`config.mk`:
```
export PLATFORM = sky130hd
export DESIGN_NAME = riscv_csr_ctrl
export DESIGN_NICKNAME = d
export VERILOG_FILES = /design/src/rtl/riscv_csr_ctrl.sv
export SDC_FILE = /design/constraint.sdc
export NUM_CORES = 1
export LEC_CHECK = 0
export CAP_MARGIN = 20
export CORE_MARGIN = 2
export CORE_UTILIZATION = 30
export CTS_BUF_LIST = sky130_fd_sc_hd__clkbuf_8
export CTS_CLUSTER_DIAMETER = 60
export DETAILED_ROUTE_END_ITERATION = 10
export PLACE_DENSITY = 0.57
export SLEW_MARGIN = 20
export SYNTH_ARGS = -nofsm -noshare
export SYNTH_HDL_FRONTEND = slang
export SYNTH_SLANG_ARGS = --single-unit
```
`constraint.sdc`:
```
create_clock -name clk -period 5.45 [get_ports clk]
set_input_delay 1.09 -clock clk [delete_from_list [all_inputs] [get_ports clk]]
set_output_delay 1.09 -clock clk [all_outputs]
set_load 0.03 [all_outputs]
```
`src/rtl/riscv_csr_ctrl.sv`:
```
// riscv_csr_ctrl: machine-mode CSR file and sequencer.
// Owns mstatus/mtvec/mscratch/mepc/mcause. Runs CSR read-modify-write
// operations (W/S/C) and issues PC redirects on trap entry and mret.
// Arbitration in IDLE: trap_req > mret_req > csr_req.
//
// Optional feature: define RISCV_CSR_MCYCLE_EN to add a 64-bit mcycle
// counter readable at 0xB00 (low word) and 0xB80 (high word). Without it,
// those addresses decode as illegal.
module riscv_csr_ctrl #(
  parameter int unsigned              WORD_LENGTH = 32,
  parameter logic [WORD_LENGTH-1:0]   MTVEC_RESET = '0
) (
  input  logic                   clk,
  input  logic                   rst,
  input  logic                   csr_req,
  input  logic [1:0]             csr_fun,
  input  logic [11:0]            csr_addr,
  input  logic [WORD_LENGTH-1:0] csr_wdata,
  output logic                   csr_ack,
  output logic [WORD_LENGTH-1:0] csr_rdata,
  output logic                   csr_illegal,
  input  logic                   trap_req,
  input  logic [WORD_LENGTH-1:0] trap_cause,
  input  logic [WORD_LENGTH-1:0] trap_pc,
  input  logic                   mret_req,
  output logic                   redirect_valid,
  output logic [WORD_LENGTH-1:0] redirect_pc,
  output logic                   busy
);

  localparam int unsigned WL     = WORD_LENGTH;
  localparam int unsigned ADDR_W = 12;
  localparam int unsigned FUN_W  = 2;

  localparam logic [FUN_W-1:0] CSR_NONE = 2'b00;
  localparam logic [FUN_W-1:0] CSR_W    = 2'b01;
  localparam logic [FUN_W-1:0] CSR_S    = 2'b10;
  localparam logic [FUN_W-1:0] CSR_C    = 2'b11;

  localparam logic [ADDR_W-1:0] ADDR_MSTATUS  = 12'h300;
  localparam logic [ADDR_W-1:0] ADDR_MTVEC    = 12'h305;
  localparam logic [ADDR_W-1:0] ADDR_MSCRATCH = 12'h340;
  localparam logic [ADDR_W-1:0] ADDR_MEPC     = 12'h341;
  localparam logic [ADDR_W-1:0] ADDR_MCAUSE   = 12'h342;
`ifdef RISCV_CSR_MCYCLE_EN
  localparam logic [ADDR_W-1:0] ADDR_MCYCLE   = 12'hB00;
  localparam logic [ADDR_W-1:0] ADDR_MCYCLEH  = 12'hB80;
`endif

  // Word-aligned mask for mtvec/mepc
  localparam logic [WL-1:0] ALIGN_MASK = ~WL'(3);

  typedef enum logic [2:0] {
    ST_IDLE,
    ST_RD,
    ST_WR,
    ST_TRAP,
    ST_RET
  } state_t;

  state_t state_q, state_d;

  // Latched CSR op and RD-stage results
  logic [ADDR_W-1:0] addr_q,  addr_d;
  logic [FUN_W-1:0]  fun_q,   fun_d;
  logic [WL-1:0]     wdata_q, wdata_d;
  logic [WL-1:0]     old_q,   old_d;
  logic              legal_q, legal_d;

  // Architectural state; mstatus keeps only MIE and MPIE
  logic              mie_q,      mie_d;
  logic              mpie_q,     mpie_d;
  logic [WL-1:0]     mtvec_q,    mtvec_d;
  logic [WL-1:0]     mscratch_q, mscratch_d;
  logic [WL-1:0]     mepc_q,     mepc_d;
  logic [WL-1:0]     mcause_q,   mcause_d;
`ifdef RISCV_CSR_MCYCLE_EN
  logic [63:0]       mcycle_q,   mcycle_d;
`endif

  // Registered outputs
  logic              csr_ack_d;
  logic [WL-1:0]     csr_rdata_d;
  logic              csr_illegal_d;
  logic              redirect_valid_d;
  logic [WL-1:0]     redirect_pc_d;

  // Read mux and legality decode for the latched address
  logic [WL-1:0] rd_val;
  logic          rd_legal;

  // Read-modify-write result of the latched op
  logic [WL-1:0] wr_val;
  logic          do_write;

  assign busy = (state_q != ST_IDLE);

  // CSR read decode
  always_comb begin
    rd_val   = '0;
    rd_legal = 1'b0;
    case (addr_q)
      ADDR_MSTATUS: begin
        rd_legal  = 1'b1;
        rd_val[3] = mie_q;
        rd_val[7] = mpie_q;
      end
      ADDR_MTVEC: begin
        rd_legal = 1'b1;
        rd_val   = mtvec_q;
      end
      ADDR_MSCRATCH: begin
        rd_legal = 1'b1;
        rd_val   = mscratch_q;
      end
      ADDR_MEPC: begin
        rd_legal = 1'b1;
        rd_val   = mepc_q;
      end
      ADDR_MCAUSE: begin
        rd_legal = 1'b1;
        rd_val   = mcause_q;
      end
`ifdef RISCV_CSR_MCYCLE_EN
      ADDR_MCYCLE: begin
        rd_legal = 1'b1;
        rd_val   = WL'(mcycle_q[31:0]);
      end
      ADDR_MCYCLEH: begin
        rd_legal = 1'b1;
        rd_val   = WL'(mcycle_q[63:32]);
      end
`endif
      default: begin
        rd_legal = 1'b0;
        rd_val   = '0;
      end
    endcase
  end

  // CSR ALU on the value latched in RD
  always_comb begin
    wr_val = old_q;
    case (fun_q)
      CSR_W:   wr_val = wdata_q;
      CSR_S:   wr_val = old_q | wdata_q;
      CSR_C:   wr_val = old_q & ~wdata_q;
      default: wr_val = old_q;
    endcase
  end

  assign do_write = (state_q == ST_WR) && legal_q && (fun_q != CSR_NONE);

  // Next-state, CSR update and output logic
  always_comb begin
    state_d          = state_q;
    addr_d           = addr_q;
    fun_d            = fun_q;
    wdata_d          = wdata_q;
    old_d            = old_q;
    legal_d          = legal_q;
    mie_d            = mie_q;
    mpie_d           = mpie_q;
    mtvec_d          = mtvec_q;
    mscratch_d       = mscratch_q;
    mepc_d           = mepc_q;
    mcause_d         = mcause_q;
`ifdef RISCV_CSR_MCYCLE_EN
    mcycle_d         = mcycle_q + 64'd1;
`endif
    csr_ack_d        = 1'b0;
    csr_rdata_d      = '0;
    csr_illegal_d    = 1'b0;
    redirect_valid_d = 1'b0;
    redirect_pc_d    = redirect_pc;

    case (state_q)
      ST_IDLE: begin
        if (trap_req) begin
          state_d          = ST_TRAP;
          redirect_valid_d = 1'b1;
          redirect_pc_d    = mtvec_q & ALIGN_MASK;
        end else if (mret_req) begin
          state_d          = ST_RET;
          redirect_valid_d = 1'b1;
          redirect_pc_d    = mepc_q;
        end else if (csr_req) begin
          state_d = ST_RD;
          addr_d  = csr_addr;
          fun_d   = csr_fun;
          wdata_d = csr_wdata;
        end
      end

      ST_RD: begin
        // A trap here abandons the op; the requester re-issues it later
        if (trap_req) begin
          state_d          = ST_TRAP;
          redirect_valid_d = 1'b1;
          redirect_pc_d    = mtvec_q & ALIGN_MASK;
        end else begin
          state_d       = ST_WR;
          old_d         = rd_val;
          legal_d       = rd_legal;
          csr_ack_d     = 1'b1;
          csr_illegal_d = ~rd_legal;
          csr_rdata_d   = rd_legal ? rd_val : '0;
        end
      end

      ST_WR: begin
        state_d = ST_IDLE;
        if (do_write) begin
          case (addr_q)
            ADDR_MSTATUS: begin
              mie_d  = wr_val[3];
              mpie_d = wr_val[7];
            end
            ADDR_MTVEC:    mtvec_d    = wr_val & ALIGN_MASK;
            ADDR_MSCRATCH: mscratch_d = wr_val;
            ADDR_MEPC:     mepc_d     = wr_val & ALIGN_MASK;
            ADDR_MCAUSE:   mcause_d   = wr_val;
`ifdef RISCV_CSR_MCYCLE_EN
            // Writing a half replaces it and drops this cycle's increment
            ADDR_MCYCLE:   mcycle_d   = {mcycle_q[63:32], 32'(wr_val)};
            ADDR_MCYCLEH:  mcycle_d   = {32'(wr_val), mcycle_q[31:0]};
`endif
            default: ;
          endcase
        end
      end

      ST_TRAP: begin
        state_d  = ST_IDLE;
        mepc_d   = trap_pc & ALIGN_MASK;
        mcause_d = trap_cause;
        mpie_d   = mie_q;
        mie_d    = 1'b0;
      end

      ST_RET: begin
        state_d = ST_IDLE;
        mie_d   = mpie_q;
        mpie_d  = 1'b1;
      end

      default: state_d = ST_IDLE;
    endcase
  end

  // State and output registers
  always_ff @(posedge clk) begin
    if (rst) begin
      state_q        <= ST_IDLE;
      addr_q         <= '0;
      fun_q          <= CSR_NONE;
      wdata_q        <= '0;
      old_q          <= '0;
      legal_q        <= 1'b0;
      mie_q          <= 1'b0;
      mpie_q         <= 1'b0;
      mtvec_q        <= MTVEC_RESET;
      mscratch_q     <= '0;
      mepc_q         <= '0;
      mcause_q       <= '0;
`ifdef RISCV_CSR_MCYCLE_EN
      mcycle_q       <= '0;
`endif
      csr_ack        <= 1'b0;
      csr_rdata      <= '0;
      csr_illegal    <= 1'b0;
      redirect_valid <= 1'b0;
      redirect_pc    <= '0;
    end else begin
      state_q        <= state_d;
      addr_q         <= addr_d;
      fun_q          <= fun_d;
      wdata_q        <= wdata_d;
      old_q          <= old_d;
      legal_q        <= legal_d;
      mie_q          <= mie_d;
      mpie_q         <= mpie_d;
      mtvec_q        <= mtvec_d;
      mscratch_q     <= mscratch_d;
      mepc_q         <= mepc_d;
      mcause_q       <= mcause_d;
`ifdef RISCV_CSR_MCYCLE_EN
      mcycle_q       <= mcycle_d;
`endif
      csr_ack        <= csr_ack_d;
      csr_rdata      <= csr_rdata_d;
      csr_illegal    <= csr_illegal_d;
      redirect_valid <= redirect_valid_d;
      redirect_pc    <= redirect_pc_d;
    end
  end

endmodule
```
==> impl_metrics.sql, run 1 <==
INSERT INTO impl_metrics (metric_group, metric, value, unit) VALUES
('run_status', 'run_status', 'finished, final reports clean', ''),
('setup_path', 'critical_path.top_delay_family', 'simple AND/OR/NAND/NOR gates', ''),
('setup_path', 'worstPathMaxFanout', '32', ''),
('synth', 'synthFlopType', 'dfxtp_1', ''),
('synth', 'ys_async_sr_fraction', '0', '%'),
('die', 'fp-row-count', '71', ''),
('synth', 'ys_ff_latch', '273', ''),
('layout', 'syn_to_final_growth', '28.4', '%'),
('setup_path', 'crit_slowest_cell', 'or4_2', ''),
('layout', 'nNetsFinal', '1596', ''),
('place', 'port-buffer-count', '178', ''),
('hold_path', 'holdCritPathClass', 'flop to flop', ''),
('global_routing', 'antenna_found_initial', '0', ''),
('synth', 'number_of_synthesized_flops_with_an_enable_pin', '0', ''),
('timing', 'slew_viol_final', '0', ''),
('synth', 'ys_seq_area_share', '48.5', '%'),
('setup_path', 'setup_crit_start_kind', 'flop', ''),
('setup_path', 'cp.required', '5850', 'ps'),
('timing', 'worst_pin_slew', '1090', 'ps'),
('die', 'initial_core_util', '30.2', '%'),
('clock_tree', 'cts_hold_buffers', '0', ''),
('clock_tree', 'tritoncts_clock_tree', 'built', ''),
('synth', 'postSynthCellCount', '1355', ''),
('synth', 'synthDominantAreaCellType', 'dfxtp_1', ''),
('synth', 'biggest_area_contributors_in_the_synthesized_netlist', 'dfxtp_1, nand2_1, a21oi_1', ''),
('layout', 'fillerInstances', '3892', ''),
('setup_path', 'worst-endpoint-arrival', '3800', 'ps'),
('clock_tree', 'clk_pin_slew', '60', 'ps'),
('power', 'power.density', '321', 'nW/µm²'),
('place', 'preCtsSetupSlack', '1570', 'ps'),
('routing', 'drt_pre_antenna_iters', '5', ''),
('die', 'dieHeight', '198', 'µm'),
('setup_path', 'critPathMaxStageDelay', '1160', 'ps'),
('clock_tree', 'h_tree_depth_reported_by_cts', '2', ''),
('timing', 'setup_viol', '0', ''),
('die', 'coreArea', '37300', 'µm²'),
('global_routing', 'grt_max_degree', '79', ''),
('synth', 'yosys.cell_types.count', '56', ''),
('timing', 'timing.final.hold_violations', '0', ''),
('power', 'static-leakage-power', '4.87', 'nW'),
('timing', 'post-route-worst-setup-slack', '2050', 'ps'),
('routing', 'wl_per_cell', '19.0', 'µm'),
('setup_path', 'worst-path-buf-inv', '0', ''),
('die', 'die_footprint', '39200', 'µm²'),
('routing', 'route.vias.total', '10346', ''),
('global_routing', 'gr_usage_total', '19.0', '%'),
('clock_tree', 'clock_tree.buffer_depth', '3', ''),
('power', 'peak_supply_drop', '0.000143', 'V'),
('clock_tree', 'clock-sinks', '273', ''),
('clock_tree', 'root_buffer', 'clkbuf_8', ''),
('place', 'detailed_place.area', '13400', 'µm²'),
('global_routing', 'global_route.overflow_total', '0', ''),
('routing', 'viasPerCell', '5.20', ''),
('setup_path', 'worstSetupEndpointType', 'flop', ''),
('clock_tree', 'clock_latency', '570', 'ps'),
('layout', 'diodes_inserted', '0', ''),
('clock_tree', 'post_cts.repair.setup_buffers', '0', ''),
('layout', 'final_design_area_no_fill', '14500', 'µm²'),
('global_routing', 'first_global_vias', '9998', ''),
('routing', 'drt-initial-drc-count', '624', ''),
('routing', 'antenna_left', '0', ''),
('synth', 'synth_top_area_share', '48.5', '%'),
('synth', 'yosys_warnings', '0', ''),
('setup_path', 'cp_cell_sequence', 'or2_2, nand3_1, or4_2, nand2_1, a21oi_1', ''),
('timing', 'worst_clock_skew', '23.7', 'ps'),
('timing', 'grt_setup_unrepaired', 'no', ''),
('setup_path', 'critical_path_class', 'flop to flop', ''),
('timing', 'period_needed', '3400', 'ps'),
('timing', 'fin_tns_setup', '0', 'ps'),
('routing', 'detail_route.wirelength', '37800', 'µm'),
('die', 'die_w', '198', 'µm');
registers in the layout (all words and copies together), names as in the netlist:
| name | cells |
|---|---|
| wdata_q | 32 |
| state_q | 3 |
| addr_q | 12 |
| old_q | 32 |
| csr_rdata | 32 |
| legal_q | 1 |
| mscratch_q | 32 |
| csr_illegal | 1 |
| fun_q | 2 |
| redirect_pc | 30 |
| redirect_valid | 1 |
| mtvec_q | 30 |
| mcause_q | 32 |
| mepc_q | 30 |
| mie_q | 1 |
| mpie_q | 1 |
| csr_ack | 1 |
tightest hold or removal path: cells and delay by family, from the launching register on:
family / cells / cell delay (ps)
compound gates: 1 / 50
flops: 1 / 300
simple gates: 1 / 50
kinds of logic (layout without fill, tap and decap cells):
family	after synthesis	count (layout)	synth area share, %
AOI/OAI and AO/OA	407	407	25.1
xor gates and xnor gates	2	2	0.155
muxes	32	32	2.84
adders and majority gates	1	1	0.0887
DFF	273	273	48.5
other	1	2	0.0332
buffers and inverters	130	289	4.64
and+or+nand+nor	509	509	18.7
power by group:
| group | switching [mW] | total, mW | internal [mW] |
|---|---|---|---|
| Clock | 0.865 | 2.13 | 1.27 |
| Sequential | 0.0431 | 2.09 | 2.05 |
| Combinational | 0.244 | 0.424 | 0.180 |
| Total | 1.15 | 4.65 | 3.50 |
final timing paths:
path                     to  cells after the start  slack [ps]            from
max             mtvec_q[16]                      5        2050        fun_q[0]
max reg2reg     mtvec_q[16]                      5        2050        fun_q[0]
min          mscratch_q[29]                      2         450  mscratch_q[29]
min reg2reg  mscratch_q[29]                      2         450  mscratch_q[29]
cells in the final DEF (no fill, tap or decap), drive strengths merged, types with 20 or more instances in the layout:
master,Yosys,final
clkbuf,96,66
a311oi,59,59
o2bb2ai,26,26
inv,11,20
a21oi,147,147
nand2,315,315
clkdlybuf4s50,0,177
a211oi,64,64
a22oi,32,32
mux2i,32,32
dfxtp,273,273
a22o,27,27
a21o,29,29
nor2,136,136
metal layers:
metal  track usage [%]  wire [µm]
met1              25.3      17100
met2              31.7      17500
met3              3.46       2500
met4              4.65        725
met5                 0          0
per-stage QoR:
step	cells	total power, mW	hold slack [ps]
floorplan	1356	2.36	426
finish	1989	4.65	453
detailed placement	1903	2.56	446
CTS	1989	4.72	453
global placement	1903	2.56	440
global route	1989	4.84	464
layout make-up:
class	count	area [µm²]	share of cell area [%]
Inverter	11	41.3	0.285
Tap cell	474	593	4.09
Timing Repair Buffer	192	1890	13.0
Multi-Input combinational cell	953	5390	37.2
Clock buffer	66	908	6.27
Sequential cell	273	5470	37.7
Clock inverter	20	198	1.36
Note: power is estimated with default switching activity, not from simulation.
==> inputs of run 2 (changes only) <==
--- a/config.mk
+++ b/config.mk
@@ -11,7 +11,7 @@
 export CTS_BUF_LIST = sky130_fd_sc_hd__clkbuf_8
 export CTS_CLUSTER_DIAMETER = 60
 export DETAILED_ROUTE_END_ITERATION = 10
-export PLACE_DENSITY = 0.57
+export PLACE_DENSITY = 0.59
 export SLEW_MARGIN = 20
 export SYNTH_ARGS = -nofsm -noshare
 export SYNTH_HDL_FRONTEND = slang
==> constraint.sdc (replaced) <==
create_clock -name clk -period 2.8 [get_ports clk]
set_input_delay 0.56 -clock clk [delete_from_list [all_inputs] [get_ports clk]]
set_output_delay 0.56 -clock clk [all_outputs]
set_load 0.03 [all_outputs]
==> impl_metrics.sql, run 2 (synthesis results as in run 1) <==
INSERT INTO impl_metrics (metric_group, metric, value, unit) VALUES
('run_status', 'run_status', 'finished, final reports clean', ''),
('place', 'preCtsSetupSlack', '139', 'ps'),
('layout', 'nNetsFinal', '1630', ''),
('die', 'die_w', '198', 'µm'),
('timing', 'post-route-worst-setup-slack', '210', 'ps'),
('global_routing', 'first_global_vias', '10358', ''),
('layout', 'layout_common_cells', 'nand2_1, dfxtp_1, clkdlybuf4s50_1', ''),
('layout', 'fillerInstances', '3804', ''),
('timing', 'timing.final.hold_violations', '0', ''),
('timing', 'slew_headroom', '29.0', '%'),
('layout', 'drive_gt1_share', '8.88', '%'),
('global_routing', 'antenna_found_initial', '0', ''),
('place', 'routability_cong', '0.855', ''),
('setup_path', 'setup_crit_start_kind', 'flop', ''),
('clock_tree', 'post_cts.repair.setup_buffers', '0', ''),
('setup_path', 'worst-r2r-setup-slack', '320', 'ps'),
('clock_tree', 'cts_buffers', '49', ''),
('setup_path', 'worst_setup_path_startpoint', 'state_q[1]', ''),
('hold_path', 'timing.hold.worst.start', 'rst', ''),
('global_routing', 'global_route.overflow_total', '0', ''),
('routing', 'viasPerCell', '5.25', ''),
('timing', 'worst_clock_skew', '17.9', 'ps'),
('timing', 'fin_crit_sh', '92.5', '%'),
('place', 'port-buffer-count', '178', ''),
('routing', 'drt_pre_antenna_iters', '5', ''),
('timing', 'max_freq', '0.386', 'GHz'),
('clock_tree', 'clock-sinks', '273', ''),
('routing', 'antenna_left', '0', ''),
('power', 'peak_supply_drop', '0.000381', 'V'),
('die', 'num_io_pins', '183', ''),
('clock_tree', 'clock_latency', '560', 'ps'),
('die', 'fp-row-count', '71', ''),
('die', 'coreArea', '37300', 'µm²'),
('routing', 'wl_per_cell', '19.3', 'µm'),
('power', 'static-leakage-power', '4.98', 'nW'),
('timing', 'period_needed', '2590', 'ps'),
('timing', 'setup_viol', '0', ''),
('routing', 'drt-initial-drc-count', '846', ''),
('routing', 'detail_route.wirelength', '38900', 'µm'),
('setup_path', 'critical_register_to_register_path_startpoint', 'addr_q[10]', ''),
('place', 'hpwlAfterDp', '25600', 'µm'),
('setup_path', 'worstSetupEndpointType', 'output pin', ''),
('layout', 'mostFrequentLayoutCell', 'nand2_1', ''),
('clock_tree', 'root_buffer', 'clkbuf_8', ''),
('die', 'die_footprint', '39200', 'µm²'),
('setup_path', 'reg2reg_depth', '7', ''),
('setup_path', 'reg2reg_to', 'mtvec_q[21]', ''),
('setup_path', 'critical_path_class', 'flop to output pin', ''),
('routing', 'drt_drc_violations_left', '0', ''),
('die', 'dieHeight', '198', 'µm'),
('global_routing', 'gr_usage_total', '19.6', '%'),
('hold_path', 'min_to', 'mpie_q', ''),
('clock_tree', 'h_tree_depth_reported_by_cts', '2', ''),
('clock_tree', 'clk_pin_slew', '60', 'ps'),
('hold_path', 'whs_path_depth', '2', ''),
('timing', 'worst_pin_slew', '1060', 'ps'),
('hold_path', 'holdCritPathClass', 'input pin to flop', ''),
('clock_tree', 'tritoncts_clock_tree', 'built', ''),
('setup_path', 'worst-endpoint-arrival', '2030', 'ps'),
('setup_path', 'worstPathMaxFanout', '9', ''),
('timing', 'slew_viol_final', '0', ''),
('run', 'max_cap_violations', '0', ''),
('layout', 'diodes_inserted', '0', ''),
('clock_tree', 'clock_tree.buffer_depth', '3', ''),
('global_routing', 'wire_length_of_the_first_global_routing_pass', '59500', 'µm'),
('routing', 'route.vias.total', '10575', ''),
('timing', 'fin_tns_setup', '0', 'ps'),
('layout', 'syn_to_final_growth', '29.3', '%'),
('power', 'power.density', '570', 'nW/µm²'),
('timing', 'grt_setup_unrepaired', 'no', ''),
('die', 'initial_core_util', '30.2', '%'),
('global_routing', 'grt_max_degree', '78', ''),
('setup_path', 'cp.required', '2240', 'ps');
[run 2: cell types whose count changed in the layout (fill, tap and decap cells not counted), sizes merged]
| cell | previous run | this run |
|---|---|---|
| buf | 15 | 50 |
| clkbuf | 66 | 55 |
| inv | 20 | 29 |
| bufinv | 4 | 0 |
| clkinv | 5 | 4 |
| clkinvlp | 2 | 1 |
[run 2: worst max-delay path, stage by stage, from the launching register on]
cell and delay (ps):
dfxtp_1 520, nor2_1 180, nand2_1 110, clkdlybuf4s50_1 670
[run 2: report_power, final]
part	leakage [nW]	internal, mW	total (mW)	switching, mW
registers	2.21	3.99	4.07	0.0799
clock network	0.506	1.77	3.37	1.60
logic	2.26	0.378	0.870	0.492
[run 2: worst max-delay path by stage]
stage / slack (ps) / depth (start not counted) / endpoint
2_1_floorplan: 660 / 9 / mscratch_q[10]
3_3_place_gp: 180 / 7 / old_q[27]
3_5_place_dp: 140 / 7 / old_q[9]
4_1_cts: 30 / 3 / busy
5_1_grt: 100 / 3 / busy
6_report: 210 / 3 / busy
[run 2: repair_timing]
item | in CTS | in global routing
resized for setup | 0 | 2
setup endpoints to repair | 0 | 1
hold buffers | 0 | 0
[run 2: final cells by class]
cell class | count | area (µm²) | area share [%]
multi-input combinational | 953 | 5390 | 37.0
inverter | 11 | 41.3 | 0.283
clock inverter | 23 | 100 | 0.686
tap | 474 | 593 | 4.07
sequential | 273 | 5470 | 37.5
timing repair buffer | 227 | 2240 | 15.3
clock buffer | 55 | 757 | 5.19
[run 2: metal layers]
| layer | track usage [%] | share of wire [%] | vias up |
|---|---|---|---|
| met4 | 5.12 | 2.1 | 0 |
| met3 | 4.02 | 7.6 | 61 |
| li1 | - | - | 5109 |
| met5 | 0 | 0 | - |
| met2 | 33.0 | 47 | 404 |
| met1 | 25.6 | 44 | 5001 |
[run 2: per-stage QoR]
stage                     hold slack (ps)  cells  total power, mW  cell area, µm²  utilization [%]
after floorplan                       426   1356             4.59           11300                -
final                                 270   2016             8.31           14600             39.1
after CTS                             238   2016             8.42           14600             39.1
after global placement                439   1938             5.02           13700             36.8
after global routing                  266   2016             8.67           14600             39.1
after detailed placement              445   1938             5.03           13700             36.8
==> inputs of run 3 (changes only) <==
--- a/config.mk
+++ b/config.mk
@@ -8,7 +8,7 @@
 export CAP_MARGIN = 20
 export CORE_MARGIN = 2
 export CORE_UTILIZATION = 30
-export CTS_BUF_LIST = sky130_fd_sc_hd__clkbuf_8
+export CTS_BUF_LIST = sky130_fd_sc_hd__clkbuf_4
 export CTS_CLUSTER_DIAMETER = 60
 export DETAILED_ROUTE_END_ITERATION = 10
 export PLACE_DENSITY = 0.59
==> constraint.sdc (replaced) <==
create_clock -name clk -period 2.8 [get_ports clk]
set_input_delay 0.56 -clock clk [delete_from_list [all_inputs] [get_ports clk]]
set_output_delay 0.56 -clock clk [all_outputs]
set_load 0.005 [all_outputs]
==> impl_metrics.sql, run 3 (synthesis results as in run 1) <==
INSERT INTO impl_metrics (metric_group, metric, value, unit) VALUES
('routing', 'viasPerCell', '5.19', ''),
('place', 'port-buffer-count', '178', ''),
('setup_path', 'cp.required', '2240', 'ps'),
('setup_path', 'critical_path_class', 'flop to output pin', ''),
('setup_path', 'worstPathMaxFanout', '9', ''),
('timing', 'timing.final.hold_violations', '0', ''),
('timing', 'worst_clock_skew', '45.8', 'ps'),
('timing', 'fin_crit_sh', '92.3', '%'),
('clock_tree', 'tritoncts_clock_tree', 'built', ''),
('routing', 'met3WireLength', '3210', 'µm'),
('power', 'static-leakage-power', '5.03', 'nW'),
('run_status', 'run_status', 'finished, final reports clean', ''),
('place', 'hpwlAfterDp', '25600', 'µm'),
('layout', 'syn_to_final_growth', '29.9', '%'),
('clock_tree', 'h_tree_depth_reported_by_cts', '3', ''),
('place', 'detailed_place.area', '13700', 'µm²'),
('run', 'max_cap_violations', '0', ''),
('layout', 'mostFrequentLayoutCell', 'nand2_1', ''),
('timing', 'slew_viol_final', '0', ''),
('place', 'routability_cong', '0.855', ''),
('routing', 'drt_pre_antenna_iters', '6', ''),
('die', 'initial_core_util', '30.2', '%'),
('global_routing', 'global_route.overflow_total', '0', ''),
('timing', 'slew_headroom', '31.7', '%'),
('clock_tree', 'clock_latency', '720', 'ps'),
('setup_path', 'worstSetupEndpointType', 'output pin', ''),
('routing', 'top_layer_used_by_detailed_routing', 'met4', ''),
('routing', 'met2WireLength', '18300', 'µm'),
('global_routing', 'wire_length_of_the_first_global_routing_pass', '60100', 'µm'),
('timing', 'fin_tns_setup', '0', 'ps'),
('timing', 'grt_setup_unrepaired', 'no', ''),
('layout', 'final_design_area_no_fill', '14700', 'µm²'),
('timing', 'max_freq', '0.387', 'GHz'),
('timing', 'period_needed', '2590', 'ps'),
('clock_tree', 'cts_hold_buffers', '0', ''),
('routing', 'route.vias.total', '10709', ''),
('routing', 'drt_drc_violations_left', '0', ''),
('clock_tree', 'clock_tree.buffer_depth', '3', ''),
('die', 'coreArea', '37300', 'µm²'),
('layout', 'layout_common_cells', 'nand2_1, dfxtp_1, clkdlybuf4s50_1', ''),
('die', 'num_io_pins', '183', ''),
('routing', 'drt-initial-drc-count', '858', ''),
('routing', 'wl_per_cell', '19.0', 'µm'),
('layout', 'drive_gt1_share', '12.1', '%'),
('routing', 'antenna_left', '0', ''),
('global_routing', 'gr_usage_total', '20.0', '%'),
('die', 'dieHeight', '198', 'µm'),
('routing', 'detail_route.wirelength', '39300', 'µm'),
('routing', 'met1Wirelength', '16900', 'µm'),
('die', 'die_footprint', '39200', 'µm²'),
('clock_tree', 'root_buffer', 'clkbuf_4', ''),
('clock_tree', 'clock-sinks', '273', ''),
('layout', 'nNetsFinal', '1657', ''),
('die', 'die_w', '198', 'µm'),
('setup_path', 'setup_crit_start_kind', 'flop', ''),
('global_routing', 'grt_max_degree', '78', ''),
('global_routing', 'first_global_vias', '10604', ''),
('clock_tree', 'cts_buffers', '76', ''),
('layout', 'fillerInstances', '3851', ''),
('timing', 'setup_viol', '0', ''),
('timing', 'worst_pin_slew', '1020', 'ps'),
('die', 'fp-row-count', '71', ''),
('power', 'peak_supply_drop', '0.000276', 'V'),
('global_routing', 'antenna_found_initial', '1', ''),
('clock_tree', 'clk_pin_slew', '70', 'ps'),
('power', 'power.density', '573', 'nW/µm²'),
('hold_path', 'holdCritPathClass', 'input pin to flop', ''),
('setup_path', 'worst-endpoint-arrival', '2030', 'ps');
-- run 3: changes by cell type in the layout (fill, tap and decap cells not counted), sizes merged --
cell      change
clkbuf       +56
inv          -14
clkinv        +6
bufinv        +1
clkinvlp      -1
diode         +1
-- run 3: final timing paths --
path | from | to | slack [ps] | cells past startpoint
max | state_q[1] | busy | 210 | 3
min | rst | mpie_q | 100 | 2
max reg2reg | addr_q[10] | mtvec_q[13] | 340 | 7
min reg2reg | addr_q[10] | addr_q[10] | 450 | 2
-- run 3: worst max-delay path, cell delays in order (launching register included) --
cell and delay [ps]:
dfxtp_1 410, nor2_1 340, nand2_1 120, clkdlybuf4s50_1 460
-- run 3: final cells by class --
cell class                 instances  area (µm²)  area share, %
antenna                            1        2.50         0.0171
clock buffer                     111         833           5.69
clock inverter                    15        82.6          0.564
inverter                          11        41.3          0.282
multi-input combinational        953        5390           36.8
sequential                       273        5470           37.3
tap                              474         593           4.05
timing repair buffer             227        2240           15.3
-- run 3: metrics by stage --
| stage | utilization [%] | power [mW] | hold slack (ps) | setup WS [ps] | std cells |
|---|---|---|---|---|---|
| 2_1_floorplan | - | 4.50 | 426 | 663 | 1356 |
| 3_3_place_gp | 36.8 | 4.93 | 439 | 183 | 1938 |
| 3_5_place_dp | 36.8 | 4.94 | 445 | 139 | 1938 |
| 4_1_cts | 39.3 | 8.50 | 52.0 | 31.6 | 2064 |
| 5_1_grt | 39.3 | 8.80 | 58.9 | 58.7 | 2065 |
| 6_report | 39.3 | 8.39 | 103 | 215 | 2065 |
-- run 3: power breakdown --
group / switching (mW) / total [mW] / internal [mW]
Sequential: 0.0798 / 4.07 / 3.99
Combinational: 0.401 / 0.779 / 0.378
Clock: 1.65 / 3.54 / 1.89
-- run 3: what timing repair did --
| action | CTS | global route |
|---|---|---|
| setup endpoints to repair | 0 | 1 |
| setup buffers | 0 | 0 |
| gates resized for setup | 0 | 2 |
| endpoints found under the hold margin | 0 | 0 |
-- run 3: per-layer routing --
layer | track usage (%) | vias up
met1 | 25.2 | 5029
met4 | 6.38 | 0
met3 | 5.57 | 53
met2 | 33.0 | 428
li1 | - | 5199
met5 | 0 | -
